[config.mk]
export PLATFORM = sky130hd
export DESIGN_NAME = mem_access
export DESIGN_NICKNAME = d
export VERILOG_FILES = /design/src/rtl/bexkat1Def_pkg.sv /design/src/rtl/mem_lane.sv /design/src/rtl/mem_access.sv
export SDC_FILE = /design/constraint.sdc
export NUM_CORES = 1
export LEC_CHECK = 0
export BUFFER_PORTS_ARGS = -buffer_cell sky130_fd_sc_hd__buf_2
export CAP_MARGIN = 20
export CORE_AREA = 2 2 153 155
export CTS_BUF_LIST = sky130_fd_sc_hd__clkbuf_4
export CTS_CLUSTER_SIZE = 20
export DETAILED_ROUTE_END_ITERATION = 6
export DIE_AREA = 0 0 155 157
export MAX_ROUTING_LAYER = met4
export PLACE_DENSITY = 0.71
export SETUP_SLACK_MARGIN = 0.02
export SLEW_MARGIN = 20
export SYNTH_ARGS = -nofsm -noshare
export SYNTH_HDL_FRONTEND = slang
export SYNTH_SLANG_ARGS = --single-unit
[constraint.sdc]
create_clock -name clk_i -period 4.6 [get_ports clk_i]
set_clock_uncertainty 0.15 [all_clocks]
set_input_delay 0.69 -clock clk_i [delete_from_list [all_inputs] [get_ports clk_i]]
set_output_delay 0.69 -clock clk_i [all_outputs]
set_load 0.02 [all_outputs]
[src/rtl/bexkat1Def_pkg.sv]
// Shared definitions for the memory stage: instruction types, access widths, FSM states.
// Latency: none (package).
// Backpressure: none (package).
package bexkat1Def;

  // Instruction type field, ir[31:28]
  localparam logic [3:0] T_INH   = 4'h0;
  localparam logic [3:0] T_ALU   = 4'h1;
  localparam logic [3:0] T_LOAD  = 4'h2;
  localparam logic [3:0] T_STORE = 4'h3;
  localparam logic [3:0] T_JUMP  = 4'h4;

  // Access width, taken from ir_op[1:0]; the spare code behaves as a word access
  typedef enum logic [1:0] {
    W_WORD     = 2'd0,
    W_HALF     = 2'd1,
    W_BYTE     = 2'd2,
    W_WORD_ALT = 2'd3
  } width_t;

  typedef enum logic [1:0] {
    S_IDLE = 2'd0,
    S_BUS  = 2'd1,
    S_DONE = 2'd2
  } state_t;

  // Last count value at which a bus cycle may still be acknowledged
  localparam logic [7:0] TMO_LIMIT = 8'hff;

  function automatic logic is_mem_type(input logic [3:0] t);
    return (t == T_LOAD) || (t == T_STORE);
  endfunction

endpackage

[src/rtl/mem_lane.sv]
// Byte-lane logic: select generation, store-data replication, load extraction (big-endian lanes).
// Latency: purely combinational.
// Backpressure: none; outputs follow inputs.
module mem_lane
  import bexkat1Def::*;
(
  input  width_t      width,
  input  logic [1:0]  addr_lo,
  input  logic [31:0] st_data,
  input  logic [31:0] rd_word,
  output logic [3:0]  sel,
  output logic [31:0] st_word,
  output logic [31:0] ld_data
);

  // Lane 3 holds bits [31:24] and corresponds to byte offset 0
  always_comb begin
    sel     = 4'hf;
    st_word = st_data;
    ld_data = rd_word;
    case (width)
      W_HALF: begin
        sel     = addr_lo[1] ? 4'h3 : 4'hc;
        st_word = {2{st_data[15:0]}};
        ld_data = {16'h0, (addr_lo[1] ? rd_word[15:0] : rd_word[31:16])};
      end
      W_BYTE: begin
        sel     = 4'b1000 >> addr_lo;
        st_word = {4{st_data[7:0]}};
        case (addr_lo)
          2'd0:    ld_data = {24'h0, rd_word[31:24]};
          2'd1:    ld_data = {24'h0, rd_word[23:16]};
          2'd2:    ld_data = {24'h0, rd_word[15:8]};
          default: ld_data = {24'h0, rd_word[7:0]};
        endcase
      end
      default: begin
        sel     = 4'hf;
        st_word = st_data;
        ld_data = rd_word;
      end
    endcase
  end

endmodule

[src/rtl/mem_access.sv]
// Memory pipeline stage: passes non-memory ops through, runs one bus cycle per load/store.
// Latency: 1 cycle for non-memory ops; memory ops take entry + BUS cycles + 1 DONE cycle.
// Backpressure: stall_o holds the execute stage while a bus cycle is pending; 256-cycle bus timeout.
module mem_access
  import bexkat1Def::*;
(
  input  logic        clk_i,
  input  logic        rst_i,
  input  logic [63:0] ir_i,
  input  logic [31:0] pc_i,
  input  logic [31:0] result_i,
  input  logic [31:0] reg_data1_i,
  input  logic [1:0]  reg_write_i,
  output logic        stall_o,
  output logic [63:0] ir_o,
  output logic [31:0] pc_o,
  output logic [31:0] result_o,
  output logic [1:0]  reg_write_o,
  output logic        bus_cyc_o,
  output logic        bus_we_o,
  output logic [31:0] bus_adr_o,
  output logic [3:0]  bus_sel_o,
  output logic [31:0] bus_dat_o,
  input  logic [31:0] bus_dat_i,
  input  logic        bus_ack_i,
  output logic        fault_o
);

  state_t      state;
  logic [7:0]  tmo_cnt;
  logic [31:0] ld_q;

  logic [3:0]  ir_type;
  width_t      width;
  logic        mem_req;
  logic        tmo_hit;
  logic [3:0]  lane_sel;
  logic [31:0] lane_st;
  logic [31:0] lane_ld;

  assign ir_type = ir_i[31:28];
  assign width   = width_t'(ir_i[25:24]);
  assign mem_req = is_mem_type(ir_type);
  // An ack on the last allowed count wins over the timeout
  assign tmo_hit = (state == S_BUS) && !bus_ack_i && (tmo_cnt == TMO_LIMIT);

  // Stall must act in the same cycle the memory op is seen; it drops on the timeout
  // cycle so the execute stage moves past the faulting instruction.
  assign stall_o = rst_i && (((state == S_IDLE) && mem_req) ||
                             ((state == S_BUS) && !tmo_hit));

  mem_lane u_lane (
    .width   (width),
    .addr_lo (result_i[1:0]),
    .st_data (reg_data1_i),
    .rd_word (bus_dat_i),
    .sel     (lane_sel),
    .st_word (lane_st),
    .ld_data (lane_ld)
  );

  // Memory-stage FSM with all outputs registered
  always_ff @(posedge clk_i) begin
    if (!rst_i) begin
      state       <= S_IDLE;
      tmo_cnt     <= 8'h0;
      ld_q        <= 32'h0;
      ir_o        <= 64'h0;
      pc_o        <= 32'h0;
      result_o    <= 32'h0;
      reg_write_o <= 2'h0;
      bus_cyc_o   <= 1'b0;
      bus_we_o    <= 1'b0;
      bus_adr_o   <= 32'h0;
      bus_sel_o   <= 4'h0;
      bus_dat_o   <= 32'h0;
      fault_o     <= 1'b0;
    end else begin
      fault_o <= 1'b0;
      case (state)
        S_IDLE: begin
          pc_o     <= pc_i;
          result_o <= result_i;
          if (mem_req) begin
            ir_o        <= 64'h0;
            reg_write_o <= 2'h0;
            bus_cyc_o   <= 1'b1;
            bus_we_o    <= (ir_type == T_STORE);
            bus_adr_o   <= {result_i[31:2], 2'b00};
            bus_sel_o   <= lane_sel;
            bus_dat_o   <= lane_st;
            tmo_cnt     <= 8'h0;
            state       <= S_BUS;
          end else begin
            ir_o        <= ir_i;
            reg_write_o <= reg_write_i;
          end
        end
        S_BUS: begin
          if (bus_ack_i) begin
            ld_q      <= lane_ld;
            bus_cyc_o <= 1'b0;
            bus_we_o  <= 1'b0;
            state     <= S_DONE;
          end else if (tmo_hit) begin
            fault_o     <= 1'b1;
            bus_cyc_o   <= 1'b0;
            bus_we_o    <= 1'b0;
            ir_o        <= 64'h0;
            reg_write_o <= 2'h0;
            state       <= S_IDLE;
          end else begin
            tmo_cnt <= tmo_cnt + 8'h1;
          end
        end
        S_DONE: begin
          ir_o        <= ir_i;
          pc_o        <= pc_i;
          reg_write_o <= reg_write_i;
          result_o    <= (ir_type == T_LOAD) ? ld_q : result_i;
          state       <= S_IDLE;
        end
        default: state <= S_IDLE;
      endcase
    end
  end

endmodule
# Yosys cells after proc, flatten, opt, wreduce, memory -nomap -nowiden
# Index checks and enable logic that the tools add are counted.
# W data, S select, Z words.
dict set report word_totals {
  reg_bits 241
  latchBits 0
  ramBits 0
  romBits 0
  in_bits 197
  output_inout_bits 202
  mem_count 0
}
dict set report op_classes {
  addsub 1
  mul 0
  div_mod_pow 0
  order_cmp 0
  n_eq_ne 14
  shifts 1
  mux 30
  bitwise_logic 2
  reduce_logical 22
}
# operator count
set ops {}
lappend ops {{$mux W64} 3}
lappend ops {{$pmux W32 S2} 3}
lappend ops {{$pmux W64 S3} 1}
lappend ops {{$mux W32} 1}
lappend ops {{$mux W8} 3}
lappend ops {{$pmux W8 S3} 1}
lappend ops {{$mux W16} 1}
lappend ops {{$pmux W8 S2} 1}
lappend ops {{$mux W2} 5}
lappend ops {{$add A8 B1 Y8 const B} 1}
lappend ops {{$eq A4 B2 Y1 const B} 2}
lappend ops {{$eq A8 B8 Y1 const B} 1}
lappend ops {{$ne A2 B2 Y1 const B} 4}
lappend ops {{$pmux W4 S2} 1}
lappend ops {{$eq A2 B1 Y1 const B} 3}
lappend ops {{$eq A2 B2 Y1 const B} 3}
lappend ops {{$pmux W2 S3} 1}
lappend ops {{$reduce_and A2 Y1} 3}
lappend ops {{$reduce_and A3 Y1} 2}
lappend ops {{$logic_and A1 B1 Y1} 5}
lappend ops {{$mux W1} 5}
lappend ops {{$logic_not A2 Y1} 2}
lappend ops {{$mux W4} 1}
lappend ops {{$pmux W1 S2} 2}
lappend ops {{other kinds (11)} 15}

# Depth between registers and ports, before layout
# Gate-level depths: netlist of the first run.
dict set report logic_depth {
  word_depth 7
  ltp_mapped 8
}

# Cells and area by module
# Synthesis of the first run repeated with hierarchy kept, for this count alone.
dict set report hier_totals {
  cells_unflattened 1253
  area_unflattened_um2 10312.4
}
# module instances cells_per_inst area_per_inst_um2 seq_area_each_um2
set by_module_without_submodules {}
lappend by_module_without_submodules {mem_access 1 1099 9297.7 4824.6}
lappend by_module_without_submodules {mem_lane 1 154 1014.7 0.0}

# Worst setup path after synthesis of the first run
# Ideal clock, no wire load.
dict set report synth_path {
  kind {input port to output port}
  from {input rst_i}
  to {output stall_o}
  arrival_time_ns 1.677
  required_ns 3.760
  setup_slack_ns 2.083
  path_stages 4
  cell_sequence {clkbuf_1 -> clkbuf_1 -> clkbuf_1 -> and2_1}
}
dict set report synth_via {
  elab_chain_len 1
}
# element line_no
set synth_lines {}
lappend synth_lines {{start, declared} mem_access.sv:8} ;# input logic rst_i,
lappend synth_lines {{$logic_and A1 B1 Y1} mem_access.sv:49} ;# assign stall_o = rst_i && (((state == S_IDLE) && mem_req) ||
lappend synth_lines {{end, declared} mem_access.sv:14} ;# output logic stall_o,
# No other way between the ends.

# Worst setup path in the final report of the first run
dict set report layout_path {
  from {register state[0]}
  to {output stall_o}
}
dict set report layout_via {
  elab_chain_len 7
}
# element line_no
set layout_lines {}
lappend layout_lines {{start, declared} mem_access.sv:29} ;# state_t state;
lappend layout_lines {{start signal, assigned} mem_access.sv:65} ;# state <= S_IDLE;
lappend layout_lines {{start signal, assigned} mem_access.sv:93} ;# state <= S_BUS;
lappend layout_lines {{start signal, assigned} mem_access.sv:104} ;# state <= S_DONE;
lappend layout_lines {{$eq A2 B1 Y1} {mem_access.sv:45, mem_access.sv:50}}
lappend layout_lines {{$logic_and A1 B1 Y1 (2 in series)} mem_access.sv:45} ;# assign tmo_hit = (state == S_BUS) && !bus_ack_i && (tmo_cnt == TMO_LIMIT);
lappend layout_lines {{$logic_not A1 Y1} mem_access.sv:50} ;# ((state == S_BUS) && !tmo_hit));
lappend layout_lines {{$logic_and A1 B1 Y1} mem_access.sv:50}
lappend layout_lines {{$logic_or A1 B1 Y1 (*)} mem_access.sv:49}
lappend layout_lines {{$logic_and A1 B1 Y1 (*)} mem_access.sv:49}
# Every way passes the cells marked *; elsewhere a longest branch is shown, timed or not.

==> results of run 1 <==
worst register-to-register path, cell delays in order, from the launching register on:
cell and delay, ns:
dfxtp_1 0.37, ha_1 0.26, and3_1 0.22, or3b_1 0.45, a21oi_4 0.16, buf_4 0.82
mux2i_1 0.33
power groups by stage:
stage	Sequential, uW	Clock (uW)	Combinational, uW
2_1_floorplan	3020	0	959
5_1_grt	2650	2160	2110
3_3_place_gp	2650	0	1920
6_report	2620	1980	1940
3_5_place_dp	2660	0	1950
4_1_cts	2620	2040	1950
cell usage in the layout (no fill, tap or decap), types with 3 or more instances in the layout:
cell	count
nor3b_1	12
buf_2	395
a21boi_0	86
nand2_1	317
ha_1	7
nor2b_1	3
inv_1	7
a22oi_1	8
o21ai_0	85
mux2i_1	105
clkinv_1	12
nor2_1	39
o211ai_1	8
diode_2	7
o211a_1	8
clkbuf_4	99
and3_1	5
and2_1	3
nand3_1	21
a21oi_1	59
dfxtp_1	241
buf_4	10
or3_1	4
nand4_1	6
inv_2	3
a221oi_1	16
registers in the layout, indices dropped and copies added (netlist names):
signal       count
bus_cyc_o        1
pc_o            32
bus_sel_o        4
state            2
result_o        32
bus_adr_o       30
reg_write_o      2
fault_o          1
bus_we_o         1
ir_o            64
bus_dat_o       32
tmo_cnt          8
ld_q            32
metal layers:
metal / up-vias / share of wire (%)
met5: - / 0
met4: 0 / 3.5
met3: 79 / 7.4
met2: 402 / 48
met1: 4434 / 41
li1: 4791 / -
through the flow:
stage / instance area [um^2] / setup WS (ns) / util (%) / power, uW / hold slack, ns
final: 12950 / 1.228 / 57.54 / 6536 / 0.1371
after global routing: 12950 / 0.9945 / 57.53 / 6921 / 0.09151
after CTS: 12930 / 1.120 / 57.45 / 6613 / 0.07930
after detailed placement: 12060 / 1.369 / 53.59 / 4604 / 0.2943
after global placement: 12060 / 1.426 / 53.59 / 4570 / 0.2890
after floorplan: 10080 / 2.083 / - / 3980 / 0.2903
worst max-delay path by stage:
stage	depth (start not counted)	from	slack, ns	endpoint
floorplan	4	rst_i	2.08	stall_o
global placement	4	rst_i	1.43	tmo_cnt[5]
detailed placement	4	rst_i	1.37	tmo_cnt[6]
CTS	7	state[0]	1.12	stall_o
global route	7	state[1]	0.99	stall_o
finish	7	state[0]	1.23	stall_o
cell families (layout without fill, tap and decap cells):
| logic type | count (synthesis) | in the layout | share of synthesized area (%) |
|---|---|---|---|
| adders and majority gates | 8 | 8 | 0.9933 |
| xor gates and xnor gates | 1 | 1 | 0.08693 |
| other | 1 | 9 | 0.03721 |
| muxes | 105 | 105 | 10.43 |
| DFF | 241 | 241 | 47.88 |
| and+or+nand+nor | 424 | 424 | 17.59 |
| AOI/OAI and AO/OA | 284 | 284 | 17.95 |
| buffers and inverters | 105 | 531 | 5.028 |
layout make-up:
| type | count | area (um^2) |
|---|---|---|
| antenna | 7 | 17.52 |
| clock buffer | 99 | 743.2 |
| clock inverter | 18 | 123.9 |
| fill | 2079 | 9554 |
| inverter | 7 | 26.28 |
| multi-input combinational | 824 | 4782 |
| sequential | 241 | 4825 |
| tap | 285 | 356.6 |
| timing repair buffer | 407 | 2074 |
==> impl_metrics.tcl, run 1 <==
set metrics [dict create \
    crit_path_start_kind "flop" \
    grt_pass1_vias 9162 \
    arrival_ns 2.53 \
    tritoncts "yes" \
    regToRegEndpoint "ir_o[26]" \
    path_clk_slew_ns 0.06 \
    r2r-start "tmo_cnt[0]" \
    die_h_um 157 \
    area_growth_syn_to_layout_pct 28.50 \
    setup_tns_ns 0 \
    p_leak_uw 0.006542 \
    syn_area_um2 10080 \
    pwr_density_cell_nw_per_um2 504.8 \
    core.rowCount 55 \
    cts_htree_levels 3 \
    drc 0 \
    drv_slew 0 \
    nets 1753 \
    top_usage_layer "met2" \
    switching_share_pct 35.70 \
    synth_top_cell_by_area "dfxtp_1" \
    start_util_pct 44.78 \
    status "complete, no violations" \
    layout-drive-gt1-share_pct 32.71 \
    p_int_uw 4203 \
    die_w_um 155 \
    ioPinCount 399 \
    combinationalPowerShare_pct 29.6 \
    clock_latency_ns 0.62 \
    drt-total-wl_mm 30.99 \
    post_synth.cell_area_avg_um2 8.620 \
    antenna_found_initial 6 \
    yosys-top-cells-count "nand2_1, dfxtp_1, mux2i_1, a21boi_0, o21ai_0" \
    critical-path-max-stage-delay_ns 0.48 \
    synth_cells 1169 \
    grt_max_degree 130 \
    crit_buf_inv 3 \
    cap_violations 0 \
    min_period_ns 3.372 \
    cts_setup_buffers 0 \
    power_switching_uw 2334 \
    hold_depth 3 \
    synth.most_common_cell "nand2_1" \
    cts.repair.resized 0 \
    cts-hold-fix-buffers 0 \
    viasPerCell 5.141 \
    met1_usage_pct 28.36 \
    cts.sinks 241 \
    final_cells 1888 \
    whs_endpoint "pc_o[9]" \
    grt_use_met3_pct 6.966 \
    yosys_warnings 0 \
    antenna_left 0 \
    max_freq_mhz 296.6 \
    r2r.worst_path.cells 6 \
    timing.final.crit_share_pct 73.30 \
    drtIter0Drc 597 \
    slowest_stage "buf_4" \
    hold_viol 0 \
    cp_max_fo 51 \
    yosysSeqAreaShare_pct 47.88 \
    numCtsBuffers 67 \
    ir_worst_vdd_v 0.0002061 \
    relSlewSlack_pct 27.68 \
    first_pass_iters 5 \
    dp_hpwl_mm 21.54 \
    worstSetupPathType "flop to primary output" \
    cp-end-kind "primary output" \
    core_area_um2 22500 \
    io_buffers 396 \
    synth_cell_type_count 46 \
    synth_area_leaders "dfxtp_1, nand2_1, mux2i_1" \
    crit_chain "inv_1, ha_1, nand4bb_4, buf_4, o21ai_0, and2_1, buf_2" \
    cts-root-buf "clkbuf_4" \
    hp-class "input pin to flop" \
    clkPwrFrac_pct 30.3 \
    grt_pass1_wl_mm 47.02 \
    p_seq_share_pct 40.1 \
    routed-via-count 9706 \
    grtUsageMet2_pct 40.51 \
    grt-ovfl-total 0 \
    rsz0062_at_grt "no" \
    grtUsageTotal_pct 24.78 \
    synth_flop_cell "dfxtp_1" \
    post_drt_wl_per_cell_um 16.41 \
    worst_slew_pin_slew_ns 1.085 \
    dpl.cell_count 1764 \
    setup_viol 0 \
    gp_congestion 0.8668 \
    synthArstFlopShare_pct 0 \
    synth_top_area_share_pct 47.88 \
    r2r_slack_ns 1.75 \
    synth_edf_count 0 \
    hp-start "pc_i[9]" \
    cp_top_family "buffers and inverters" \
    worstPathRequired_ns 3.76 \
    die_area_um2 24340 \
    clockBufferDepth 3 \
    ys_ff_latch 241 \
]
No activity file was read; power rests on OpenSTA's default activity.
==> inputs of run 2 (changes only) <==
--- a/config.mk
+++ b/config.mk
@@ -7,13 +7,13 @@
 export LEC_CHECK = 0
 export BUFFER_PORTS_ARGS = -buffer_cell sky130_fd_sc_hd__buf_2
 export CAP_MARGIN = 20
-export CORE_AREA = 2 2 153 155
+export CORE_AREA = 2 2 156 158
 export CTS_BUF_LIST = sky130_fd_sc_hd__clkbuf_4
 export CTS_CLUSTER_SIZE = 20
 export DETAILED_ROUTE_END_ITERATION = 6
-export DIE_AREA = 0 0 155 157
+export DIE_AREA = 0 0 158 160
 export MAX_ROUTING_LAYER = met4
-export PLACE_DENSITY = 0.71
+export PLACE_DENSITY = 0.72
 export SETUP_SLACK_MARGIN = 0.02
 export SLEW_MARGIN = 20
 export SYNTH_ARGS = -nofsm -noshare
==> constraint.sdc (replaced) <==
create_clock -name clk_i -period 2.8 [get_ports clk_i]
set_clock_uncertainty 0.15 [all_clocks]
set_input_delay 0.42 -clock clk_i [delete_from_list [all_inputs] [get_ports clk_i]]
set_output_delay 0.42 -clock clk_i [all_outputs]
set_load 0.02 [all_outputs]
==> impl_metrics.tcl, run 2 (synthesis gave the netlist of run 1 again) <==
set metrics [dict create \
    status "complete, no violations" \
    relSlewSlack_pct 31.00 \
    cp_max_fo 10 \
    drtIter0Drc 752 \
    dp_hpwl_mm 21.34 \
    grt_pass1_wl_mm 55.31 \
    grt_pass1_vias 11420 \
    hold_depth 4 \
    crit_top_cell "dlygate4sd3_1" \
    tritoncts "yes" \
    layout-drive-gt1-share_pct 29.91 \
    grtUsageTotal_pct 27.80 \
    drv_slew 0 \
    whs_endpoint "bus_dat_o[17]" \
    r2r_slack_ns 0.29 \
    numCtsBuffers 66 \
    crit_chain "dlygate4sd3_1, buf_2, inv_1, ha_2, or3b_2, o21ai_0, a221oi_1, dlygate4sd3_1, nor2_1" \
    clockBufferDepth 3 \
    die_h_um 160 \
    critical-path-max-stage-delay_ns 0.62 \
    r2r-start "tmo_cnt[6]" \
    max_freq_mhz 371.4 \
    worstSetupPathType "input pin to flop" \
    p_leak_uw 0.007448 \
    gp_congestion 0.8923 \
    setup_ws_ns 0.1076 \
    die_w_um 158 \
    setup_viol 0 \
    path_clk_slew_ns 0.06 \
    min_period_ns 2.692 \
    largest_register_ffs 64 \
    cap_violations 0 \
    first_pass_iters 5 \
    antenna_found_initial 3 \
    pwr_density_cell_nw_per_um2 733.1 \
    layout_common_cells "buf_2, nand2_1, dfxtp_1" \
    fillers 1890 \
    routed-via-count 10990 \
    setup_tns_ns 0 \
    ir_worst_vdd_v 0.0003887 \
    grt_max_degree 192 \
    core.rowCount 57 \
    cts.sinks 241 \
    hp-start "reg_data1_i[17]" \
    hp-class "input pin to flop" \
    cp-end-kind "flop" \
    area_growth_syn_to_layout_pct 50.15 \
    timing.final.crit_share_pct 96.16 \
    drc 0 \
    slowest_stage "dlygate4sd3_1" \
    cts_htree_levels 3 \
    start_util_pct 42.30 \
    worst_slew_pin_slew_ns 1.033 \
    worstPathRequired_ns 3.26 \
    viasPerCell 5.159 \
    regToRegEndpoint "ir_o[33]" \
    grt-ovfl-total 0 \
    final_common_cell "buf_2" \
    die_area_um2 25280 \
    ioPinCount 399 \
    r2r.worst_path.cells 6 \
    arrival_ns 3.15 \
    io_buffers 396 \
    post-place-ws_ns 0.3675 \
    core_area_um2 23820 \
    cts-root-buf "clkbuf_4" \
    antenna_left 0 \
    nets 1967 \
    clock_latency_ns 0.66 \
    largest-register "ir_o" \
    crit_path_start_kind "input pin" \
    post_drt_wl_per_cell_um 16.72 \
    drt-total-wl_mm 35.63 \
    hold_viol 0 \
]
## run 2: metal layers
layer  share of wire [%]  track usage (%)  vias up
met2                  50            47.15      561
met1                  38            29.43     5093
met3                 7.7            6.974      136
met4                 4.4            15.19        0
met5                   0                -        -
li1                    -                -     5203
## run 2: worst max-delay path: cells and delay by family
| kind | cells | cell delay, ns |
|---|---|---|
| adders and majority gates | 1 | 0.32 |
| buffers and inverters | 4 | 1.37 |
| AOI/OAI and AO/OA | 2 | 0.35 |
| and+or+nand+nor | 2 | 0.69 |
## run 2: where the power goes
| group | internal [uW] | switching [uW] |
|---|---|---|
| Sequential | 4010 | 312 |
| Combinational | 1350 | 2220 |
| Clock | 1710 | 1490 |
| Total | 7070 | 4020 |
## run 2: area by class of cell
class	instances	area, um^2	share of cell area [%]
multi-input cells	824	4806	31.76
well taps	324	405.4	2.679
diodes	5	12.51	0.08269
repair buffers	622	4233	27.97
clock inverters	15	122.6	0.8104
inverters	7	26.28	0.1737
clock buffers	93	698.2	4.614
flip-flops and latches	241	4827	31.90
## run 2: what timing repair did
action                                  in CTS  in global routing
hold buffers                               198                  0
resized for setup                            2                  6
buffers inserted                             0                  3
endpoints found under the hold margin      224                  0
endpoints found under the setup margin       1                  4
pin swaps                                    1                  1
## run 2: worst max path at each step
stage / from / endpoint / slack (ns)
after global routing: tmo_cnt[3] / stall_o / -0.002
final: ir_i[24] / ld_q[6] / 0.11
after detailed placement: ir_i[30] / result_o[4] / 0.37
after floorplan: state[0] / stall_o / 0.66
after CTS: tmo_cnt[0] / stall_o / 0.02
after global placement: ir_i[30] / result_o[27] / 0.40
## run 2: metrics by stage
step | utilization, % | std cells | hold WS (ns) | instance area, um^2 | power, uW
CTS | 63.31 | 2123 | 0.007615 | 15080 | 11070
global route | 63.52 | 2131 | 0.03047 | 15130 | 11710
floorplan | - | 1170 | 0.2903 | 10080 | 6538
finish | 63.52 | 2131 | 0.04008 | 15130 | 11090
detailed placement | 51.49 | 1817 | 0.2913 | 12260 | 7623
global placement | 51.49 | 1817 | 0.2875 | 12260 | 7559
==> inputs of run 3 (changes only) <==
--- a/config.mk
+++ b/config.mk
@@ -5,7 +5,7 @@
 export SDC_FILE = /design/constraint.sdc
 export NUM_CORES = 1
 export LEC_CHECK = 0
-export BUFFER_PORTS_ARGS = -buffer_cell sky130_fd_sc_hd__buf_2
+export BUFFER_PORTS_ARGS = -buffer_cell sky130_fd_sc_hd__clkbuf_2
 export CAP_MARGIN = 20
 export CORE_AREA = 2 2 156 158
 export CTS_BUF_LIST = sky130_fd_sc_hd__clkbuf_4
==> impl_metrics.tcl, run 3 (synthesis gave the netlist of run 1 again) <==
set metrics [dict create \
    fillers 1886 \
    cts-root-buf "clkbuf_4" \
    drt-total-wl_mm 35.16 \
    ioPinCount 399 \
    largest-register "ir_o" \
    drv_slew 0 \
    worst_slew_pin_slew_ns 0.9622 \
    timing.final.crit_share_pct 96.94 \
    die_area_um2 25280 \
    largest_register_ffs 64 \
    p_leak_uw 0.007393 \
    min_period_ns 2.714 \
    core_area_um2 23820 \
    power_switching_uw 4082 \
    hp-class "input pin to flop" \
    cp_max_fo 16 \
    antenna_found_initial 2 \
    rsz0062_at_grt "yes" \
    placed_cell_area_um2 12310 \
    gp_congestion 0.9349 \
    clockBufferDepth 3 \
    clock_latency_ns 0.65 \
    routed-via-count 10970 \
    crit_path_start_kind "input pin" \
    max_freq_mhz 368.4 \
    start_util_pct 42.30 \
    viasPerCell 5.133 \
    setup_viol 0 \
    path_clk_slew_ns 0.07 \
    post_drt_wl_per_cell_um 16.45 \
    ir_worst_vdd_v 0.0004563 \
    layout_common_cells "clkbuf_2, nand2_1, dfxtp_1" \
    first_pass_iters 5 \
    nets 1969 \
    combinationalPowerShare_pct 32.5 \
    cts_setup_buffers 0 \
    cts.sinks 241 \
    grtUsageTotal_pct 27.59 \
    antenna_left 0 \
    p_int_uw 7045 \
    grt_pass1_wl_mm 54.94 \
    post-place-ws_ns 0.3470 \
    status "complete, no violations" \
    cap_violations 0 \
    worstSetupPathType "input pin to flop" \
    grt_pass1_vias 11180 \
    worstPathRequired_ns 3.19 \
    area_growth_syn_to_layout_pct 50.37 \
    drtIter0Drc 614 \
    grt-ovfl-total 0 \
    grt_max_degree 176 \
    die_w_um 158 \
    cts_htree_levels 3 \
    core.rowCount 57 \
    p_seq_share_pct 38.9 \
    numCtsBuffers 68 \
    switching_share_pct 36.68 \
    relSlewSlack_pct 35.86 \
    pwr_density_cell_nw_per_um2 734.3 \
    io_buffers 396 \
    final_common_cell "clkbuf_2" \
    die_h_um 160 \
    drc 0 \
    dp_hpwl_mm 21.27 \
    layout-drive-gt1-share_pct 29.93 \
    setup_ws_ns 0.08556 \
    cp-end-kind "flop" \
    arrival_ns 3.10 \
    clkPwrFrac_pct 28.6 \
    hold_viol 0 \
    tritoncts "yes" \
    setup_tns_ns 0 \
    fin_area_um2 15150 \
]
## run 3: cell types whose count changed in the layout (fill, tap and decap cells not counted), moves of 2 or more
| cell | delta |
|---|---|
| clkinv_1 | +6 |
| clkinv_2 | +2 |
| diode_2 | -3 |
| clkbuf_2 | +395 |
| buf_2 | -394 |
| buf_12 | +2 |
| buf_4 | -3 |
## run 3: power groups by stage
stage | combinational, uW | clock (uW) | sequential, uW
3_3_place_gp | 3270 | 0 | 4360
2_1_floorplan | 1580 | 0 | 4960
5_1_grt | 3890 | 3460 | 4390
6_report | 3620 | 3180 | 4330
3_5_place_dp | 3310 | 0 | 4380
4_1_cts | 3550 | 3250 | 4310
## run 3: worst max-delay path: stages
cell and delay (ns):
dlygate4sd3_1 0.53, clkbuf_2 0.15, inv_1 0.05, ha_2 0.33, buf_4 0.22, o21bai_1 0.35
a221oi_1 0.40, dlygate4sd3_1 0.60, nor2_1 0.04
## run 3: per-stage QoR
stage               std cells  hold slack [ns]  power, uW  util (%)
floorplan                1170           0.2903       6538         -
global placement         1820           0.2919       7625     51.69
detailed placement       1820           0.2955       7690     51.69
CTS                      2135           0.1651      11110     63.57
global route             2137           0.2331      11740     63.61
finish                   2137           0.1909      11130     63.61
## run 3: worst paths after layout
path | start | endpoint | slack, ns | cells past startpoint
setup reg to reg | state[1] | ld_q[7] | 0.31 | 7
setup / recovery | ir_i[24] | ld_q[7] | 0.09 | 9
hold reg to reg | ir_o[25] | ir_o[25] | 0.31 | 2
hold / removal | rst_i | ir_o[9] | 0.19 | 4
## run 3: per-layer routing
metal / global-route usage [%] / vias up / part of all wire [%] / wire length, um
li1: - / 5243 / - / -
met1: 29.90 / 5056 / 39 / 13560
met2: 45.89 / 526 / 49 / 17200
met3: 6.784 / 145 / 7.6 / 2685
met4: 15.52 / 0 / 4.9 / 1715
met5: - / - / 0 / 0
## run 3: timing repair
item / in CTS / in global routing
gates cloned: 0 / 0
pin swaps: 1 / 0
endpoints found under the hold margin: 225 / 0
hold buffers: 198 / 0
gates resized for setup: 3 / 4
setup endpoints to repair: 1 / 4
## run 3: area by class of cell
cell class | count | area, um^2 | share of cell area (%)
sequential | 241 | 4828 | 31.86
multi-input combinational | 824 | 4798 | 31.67
timing repair buffer | 622 | 4255 | 28.08
clock buffer | 94 | 705.7 | 4.657
tap | 324 | 405.4 | 2.675
clock inverter | 23 | 128.9 | 0.8505
inverter | 7 | 26.28 | 0.1734
antenna | 2 | 5.005 | 0.03303
